$ cat config.mk
export PLATFORM = sky130hd
export DESIGN_NAME = breather_multi
export DESIGN_NICKNAME = d
export VERILOG_FILES = /design/src/rtl/breather_multi.sv
export SDC_FILE = /design/constraint.sdc
export NUM_CORES = 1
export LEC_CHECK = 0
export ABC_CLOCK_PERIOD_IN_PS = 2000
export BUFFER_PORTS_ARGS = -buffer_cell sky130_fd_sc_hd__buf_2
export CORE_ASPECT_RATIO = 0.8
export CORE_MARGIN = 10
export CORE_UTILIZATION = 55
export CTS_BUF_LIST = sky130_fd_sc_hd__clkbuf_4 sky130_fd_sc_hd__clkbuf_8 sky130_fd_sc_hd__clkbuf_16
export DETAILED_ROUTE_END_ITERATION = 10
export PLACE_DENSITY = 0.76
export SLEW_MARGIN = 25
export SYNTH_ARGS = -nofsm -noshare
export SYNTH_HDL_FRONTEND = slang
export SYNTH_SLANG_ARGS = --single-unit
export TNS_END_PERCENT = 100
$ cat constraint.sdc
create_clock -name clk_div_i -period 2 [get_ports clk_div_i]
set_input_delay 0.3 -clock clk_div_i [delete_from_list [all_inputs] [get_ports clk_div_i]]
set_output_delay 0.3 -clock clk_div_i [all_outputs]
set_load 0.03 [all_outputs]
$ cat src/rtl/breather_multi.sv
// Multi-channel breathing-light controller: triangle/blink brightness level driving a PWM mask
// that gates CHANNELS colour enables onto registered LED outputs.
module breather_multi #(
  parameter int CHANNELS   = 3,
  parameter int PWM_BITS   = 4,
  parameter int STEP_TICKS = 9765625,
  parameter int CNT_W      = 32
) (
  input  logic                clk_div_i,
  input  logic                rst_i,
  input  logic [CHANNELS-1:0] rgb_i,
  input  logic [1:0]          mode_i,
  input  logic                en_i,
  output logic [CHANNELS-1:0] rgb_o,
  output logic [PWM_BITS-1:0] level_o,
  output logic                period_o
);

  // mode_q: OFF=00 dark | SOLID=01 full on | BREATHE=10 triangle level | BLINK=11 square level
  localparam logic [1:0] MODE_OFF     = 2'b00;
  localparam logic [1:0] MODE_SOLID   = 2'b01;
  localparam logic [1:0] MODE_BREATHE = 2'b10;
  localparam logic [1:0] MODE_BLINK   = 2'b11;

  localparam logic [PWM_BITS-1:0] LVL_MAX  = {PWM_BITS{1'b1}};
  localparam logic [PWM_BITS-1:0] LVL_ONE  = PWM_BITS'(1);
  localparam logic [PWM_BITS-1:0] PWM_LAST = LVL_MAX - LVL_ONE;
  localparam logic [CNT_W-1:0]    STEP_LAST = CNT_W'(STEP_TICKS - 1);
  localparam logic [CNT_W-1:0]    CNT_ONE   = CNT_W'(1);

  logic [1:0]          mode_q, mode_d;
  logic [CNT_W-1:0]    step_cnt_q, step_cnt_d;
  logic [PWM_BITS-1:0] pwm_cnt_q, pwm_cnt_d;
  logic [PWM_BITS-1:0] level_q, level_d;
  logic                dir_up_q, dir_up_d;
  logic                period_q, period_d;
  logic [CHANNELS-1:0] rgb_q, rgb_d;

  logic mode_chg;
  logic stepping;
  logic step_tick;
  logic mask;

  assign mode_chg  = (mode_i != mode_q);
  assign stepping  = mode_q[1];
  assign step_tick = en_i & stepping & (step_cnt_q == STEP_LAST);

  always_ff @(posedge clk_div_i or posedge rst_i) begin
    if (rst_i) begin
      mode_q     <= MODE_OFF;
      step_cnt_q <= '0;
      pwm_cnt_q  <= '0;
      level_q    <= LVL_MAX;
      dir_up_q   <= 1'b0;
      period_q   <= 1'b0;
      rgb_q      <= '0;
    end else begin
      mode_q     <= mode_d;
      step_cnt_q <= step_cnt_d;
      pwm_cnt_q  <= pwm_cnt_d;
      level_q    <= level_d;
      dir_up_q   <= dir_up_d;
      period_q   <= period_d;
      rgb_q      <= rgb_d;
    end
  end

  always_comb begin
    mode_d     = mode_q;
    step_cnt_d = step_cnt_q;
    pwm_cnt_d  = pwm_cnt_q;
    level_d    = level_q;
    dir_up_d   = dir_up_q;
    period_d   = period_q;
    if (mode_chg) begin
      mode_d     = mode_i;
      step_cnt_d = '0;
      pwm_cnt_d  = '0;
      level_d    = LVL_MAX;
      dir_up_d   = 1'b0;
    end else if (en_i) begin
      pwm_cnt_d = (pwm_cnt_q >= PWM_LAST) ? '0 : pwm_cnt_q + LVL_ONE;
      if (stepping) begin
        step_cnt_d = step_tick ? '0 : step_cnt_q + CNT_ONE;
      end else begin
        step_cnt_d = '0;
      end
      case (mode_q)
        MODE_SOLID: level_d = LVL_MAX;
        MODE_BREATHE: begin
          // Saturating at both ends; the turn-around happens one step before the rail.
          if (step_tick) begin
            if (dir_up_q) begin
              if (level_q != LVL_MAX) level_d = level_q + LVL_ONE;
              if (level_q >= PWM_LAST) begin
                dir_up_d = 1'b0;
                period_d = ~period_q;
              end
            end else begin
              if (level_q != '0) level_d = level_q - LVL_ONE;
              if (level_q <= LVL_ONE) begin
                dir_up_d = 1'b1;
                period_d = ~period_q;
              end
            end
          end
        end
        MODE_BLINK: begin
          if (step_tick) begin
            level_d  = (level_q == '0) ? LVL_MAX : '0;
            period_d = ~period_q;
          end
        end
        default: ;
      endcase
    end
  end

  always_comb begin
    case (mode_q)
      MODE_OFF:   mask = 1'b0;
      MODE_SOLID: mask = 1'b1;
      default:    mask = (pwm_cnt_q < level_q);
    endcase
    rgb_d = rgb_i & {CHANNELS{mask}} & {CHANNELS{en_i}};
  end

  assign rgb_o    = rgb_q;
  assign level_o  = level_q;
  assign period_o = period_q;

endmodule
==> results.md <==
- The clock tree from TritonCTS is yes.
- The number of nets at the end of the flow is 366.
- Summed over all nets, the switching power comes to 0.503 mW.
- After synthesis, the largest family of logic cells by area is simple AND/OR/NAND/NOR gates.
- The layout has 409 filler cells.
- The tree is rooted in a clkbuf_8.
- The routed layout has 2476 vias.
- The run finished with clean final reports.
- Setup slack closes at 0.0118 ns.
- Summing internal, switching and leakage power gives 1.96 mW.
- The area inside the core boundary is 5090 sq um.
- The repair_antennas step left the layout with diodes totalling 0.
- Counting both buffers and inverters, the worst setup path holds a total of 0.
- The clock-pin transition on the worst setup and hold timing paths is 0.09 ns.
- The largest net degree at the start of global routing is 48.
- The clock period could shrink to 1.99 ns.
- Relative to the synthesized area, the layout overhead comes to 17.7%.
- The combinational share of power is 11.1%.
- After Yosys synthesis, XOR and XNOR cells account for 8.95% of the synthesized area.
- Summing the sequential cell areas from Yosys gives 40.2% of the chip area.
- The category of the worst setup path capture point is a flop.
- The total power per unit cell area is 566 nW/um^2.
- The number of global-route vias before repair came to 2338.
- The reported max-cap violation count is 0.
- Cell internal power was estimated by the tool at 1.45 mW.
- The initial DRC count is 152.
- Summing the areas of all compound-gate instances in the mapped netlist gives 12.1% of the synthesized area.
- Setup violations remaining at the end of the flow were counted as 0.
- The H-tree was split into 2 levels.
- The category of cells accounting for the largest share of critical-path delay is simple AND/OR/NAND/NOR gates.
- The arrival time reported for the critical path endpoint is 2.23 ns.
- The initial antenna violation count came to 0.
- The number of design rule violations left after detail routing is 0.
- 16 I/O pins were placed.
- Counting flops with an async set or reset pin after synthesis yields a share of 100%.
- The total non-filler cell area in the finished layout is 3450 sq um.
- In this run the mean area of a mapped cell was 9.56 sq um.
- Dividing the detail-routed wire length by the instance count gives 17.0 microns.
- The final cycle utilization of the critical path is 99.4%.
- In the final layout, the multi-input gates occupy 1670 sq um.
- The clock group share of total power is 37.8%.
- The global-route wire length before repair is 11.7 mm.
- The slowest stage of the critical path is the dfrtp_1 cell.
- The post-DP HPWL is 4.99 mm.
- The number of warning messages in the yosys log is 0.
- The number of enable flip-flop cells after synthesis is 0.
- Once detail routing completed, the nets flagged for antenna violations numbered 0.
- The required time of the critical path is 2.24 ns.
- The synthesized-area fraction occupied by and/or/nand/nor cells is 27.5%.
- Cells with a size suffix above 1 make up 25.7% of the layout.
- In this design, the stage delay of the slowest critical-path cell is 0.47 ns.
- The number of hold buffers added after CTS is 0.
- The element type at the critical path start is a flop.
- The kind of critical path is reg -> reg.
- Adding up every negative setup slack in the final design gives 0 ns.
- After detailed routing, the number of vias per cell comes to 6.07.
- Of the post-synthesis cell area, the dominant cell type holds 36.7%.
- Sorting the synthesized cells by area gives the leading types as dfrtp_1 37%, xor2_1 6.0%, ha_1 5.5%.
- The number of hold violations in the final report came to 0.
- The peak clock frequency supported by timing is 503 MHz.
- The portion of netlist area occupied by mux cells is 0.341%.
- The dominant synthesized flop cell is dfrtp_1.
- The number of nets in the synthesized netlist is 328.
- In this run the register-to-register setup slack is 0.01 ns.
- Once placement finished, the instance area stood at 3240 sq um.
- The highest fanout seen on the critical path is 7.
- Global routing consumed, on the met2 layer, 23.6% of the routing resources.
- The met1 usage is 23.3%.
- In the global route stage, met3 resource usage came out at 3.73%.
- The final count of pins violating max slew is 0.
- IR analysis of the VDD net gives a maximum drop of 0.000457 V.
- The maximum buffer depth of the clock tree is 2.
- The total grt overflow is 0.
- Measured against its own limit, the worst slew margin works out to 72.0%.
- The floorplan has 23 rows.
- The layer flagged by global routing as most heavily used is met2.
- The final weighted congestion of routability-driven global placement is 0.985.
- For the final database, setup skew stands at 0.00310 ns.
- In this run switching power makes up 25.8% of total power.
- For this configuration, the core starts out at a cell density of 57.6%.
- Setup repair after global routing could not meet its margin everywhere.
- The height of the die is 85.3 microns.
- Walking the worst path, the cells encountered are nor4b_1 -> nand4_1 -> nor4_4 -> o2111a_1 -> a21oi_2.
- The total wire length is 6.92 mm.
- The cell count after synthesis came out at 307.
- The transition time at the pin with the least slew margin is 0.415 ns.
- The number of clock sinks is 47.
- For the worst-skew pair, the clock arrives at the later sink with an insertion delay of 0.30 ns.
- In this run, flip-flops and latches consume 51.1% of the power.
- In this run, synthesis produced a sequential element count of 47.
- The combined global-route utilization of all metal layers is 16.4%.
- The TritonCTS buffer count is 5.
- Port buffering added 15 buffers.
- The standby leakage power is 1.53 nW.
- For this run, the detailed router's first-pass iteration total came to 5.
- The cell accounting for the most synthesized area is dfrtp_1.
- Registers take 1180 sq um.
- In this run the horizontal extent of the chip is 102 microns.
- The die covers 8680 sq um.
- The worst min-delay path class is in -> async.
- The worst slack at placement is -0.00243 ns.
- Counting distinct cell types in the post-synthesis netlist gives 52.
- The worst-case hold slack is 0.00758 ns.
- The cell area after synthesis is 2940 sq um.
- Summing the areas of all fa, ha and maj instances in the mapped netlist gives 5.54% of the synthesized area.
==> worst register-to-register path: stages, from the launching register on <==
cell	delay [ns]
dfrtp_1	0.47
nor4b_1	0.43
nand4_1	0.26
nor4_4	0.45
o2111a_1	0.29
a21oi_2	0.04
==> kinds of logic (layout without fill, tap and decap cells) <==
group	count (synthesis)	after routing
xor+xnor	30	30
simple gates	132	132
fa+ha+maj	13	13
buf+inv	33	72
flops	47	47
compound gates	51	51
mux	1	1
==> metrics by stage <==
step / util [%] / std cells
6_report: 67.8 / 408
5_1_grt: 67.8 / 408
3_3_place_gp: 63.5 / 397
4_1_cts: 65.9 / 405
3_5_place_dp: 63.5 / 397
2_1_floorplan: - / 307
==> final cells by class <==
cell class / count / area share, %
flip-flops and latches: 47 / 34.2
inverters: 18 / 2.03
repair buffers: 46 / 9.74
well taps: 62 / 2.25
clock inverters: 2 / 1.01
multi-input cells: 227 / 48.4
clock buffers: 6 / 2.39
==> flip-flops by register name (all words and copies together) (netlist names) <==
name and count:
level_o 4, mode_q 2, pwm_cnt_q 4, rgb_o 3, step_cnt_q 32, period_o 1
dir_up_q 1
==> synthesized netlist by cell type, drive strengths merged (2+ instances only) <==
master    n
a21boi    3
a21o      2
a21oi    13
a31oi     2
a41oi     2
and4      2
buf       9
clkbuf    6
dfrtp    43
dfstp     4
ha       13
inv      17
nand2    25
nand3     6
nand4    22
nor2     37
nor3      5
nor4     11
nor4b     4
nor4bb    3
o2111a    2
o2111ai   2
o211a     2
o21ai    10
o22ai     2
o31a      2
o31ai     2
or3       9
or4       2
xnor2    10
xor2     20
==> power groups by stage <==
stage | Clock [mW] | Sequential, mW | Combinational [mW]
after floorplan | 0 | 1.02 | 0.125
after global placement | 0 | 1.02 | 0.205
after detailed placement | 0 | 1.02 | 0.209
after CTS | 0.754 | 0.998 | 0.209
after global routing | 0.789 | 1.00 | 0.239
final | 0.739 | 0.999 | 0.217
==> what timing repair did <==
action / in CTS / in global routing
buffers inserted: 0 / 3
gates resized for setup: 1 / 19
endpoints found under the setup margin: 1 / 38
pin swaps: 0 / 10
==> routing by layer <==
metal,routed length [microns],up-vias
met5,0,-
met4,106,0
met3,406,10
met2,3080,69
met1,3330,1218
li1,-,1179
==> path summary, 6_finish.rpt <==
check | startpoint | depth (start not counted) | endpoint
max in group asynchronous | rst_i | 3 | level_o[2]$_DFFE_PP1P_
setup / recovery | step_cnt_q[21]$_DFFE_PP0P_ | 5 | level_o[1]$_DFFE_PP1P_
hold / removal | rst_i | 3 | rgb_o[2]$_DFF_PP0_
hold reg to reg | period_o$_DFFE_PP0P_ | 1 | period_o$_DFFE_PP0P_
min in group clk_div_i | mode_i[0] | 1 | mode_q[0]$_DFFE_PP0N_
setup reg to reg | step_cnt_q[21]$_DFFE_PP0P_ | 5 | level_o[1]$_DFFE_PP1P_
==> layout by cell type, fill, tap and decap left out, types with 3 or more instances in the layout <==
cell type and count:
or3_1 9, a21oi_1 8, xor2_1 20, buf_2 15, clkbuf_8 6, xnor2_1 10, nor4_4 4, nor4b_1 3
a21oi_2 5, nor4_1 6, ha_1 12, nand3_1 5, dfstp_2 4, nor3_1 5, buf_4 28, nor2_1 37
o21ai_0 9, a21boi_0 3, inv_1 13, inv_2 3, nand4_1 18, nand2_1 25, dfrtp_1 42
Power figures use the tool's default switching activity.
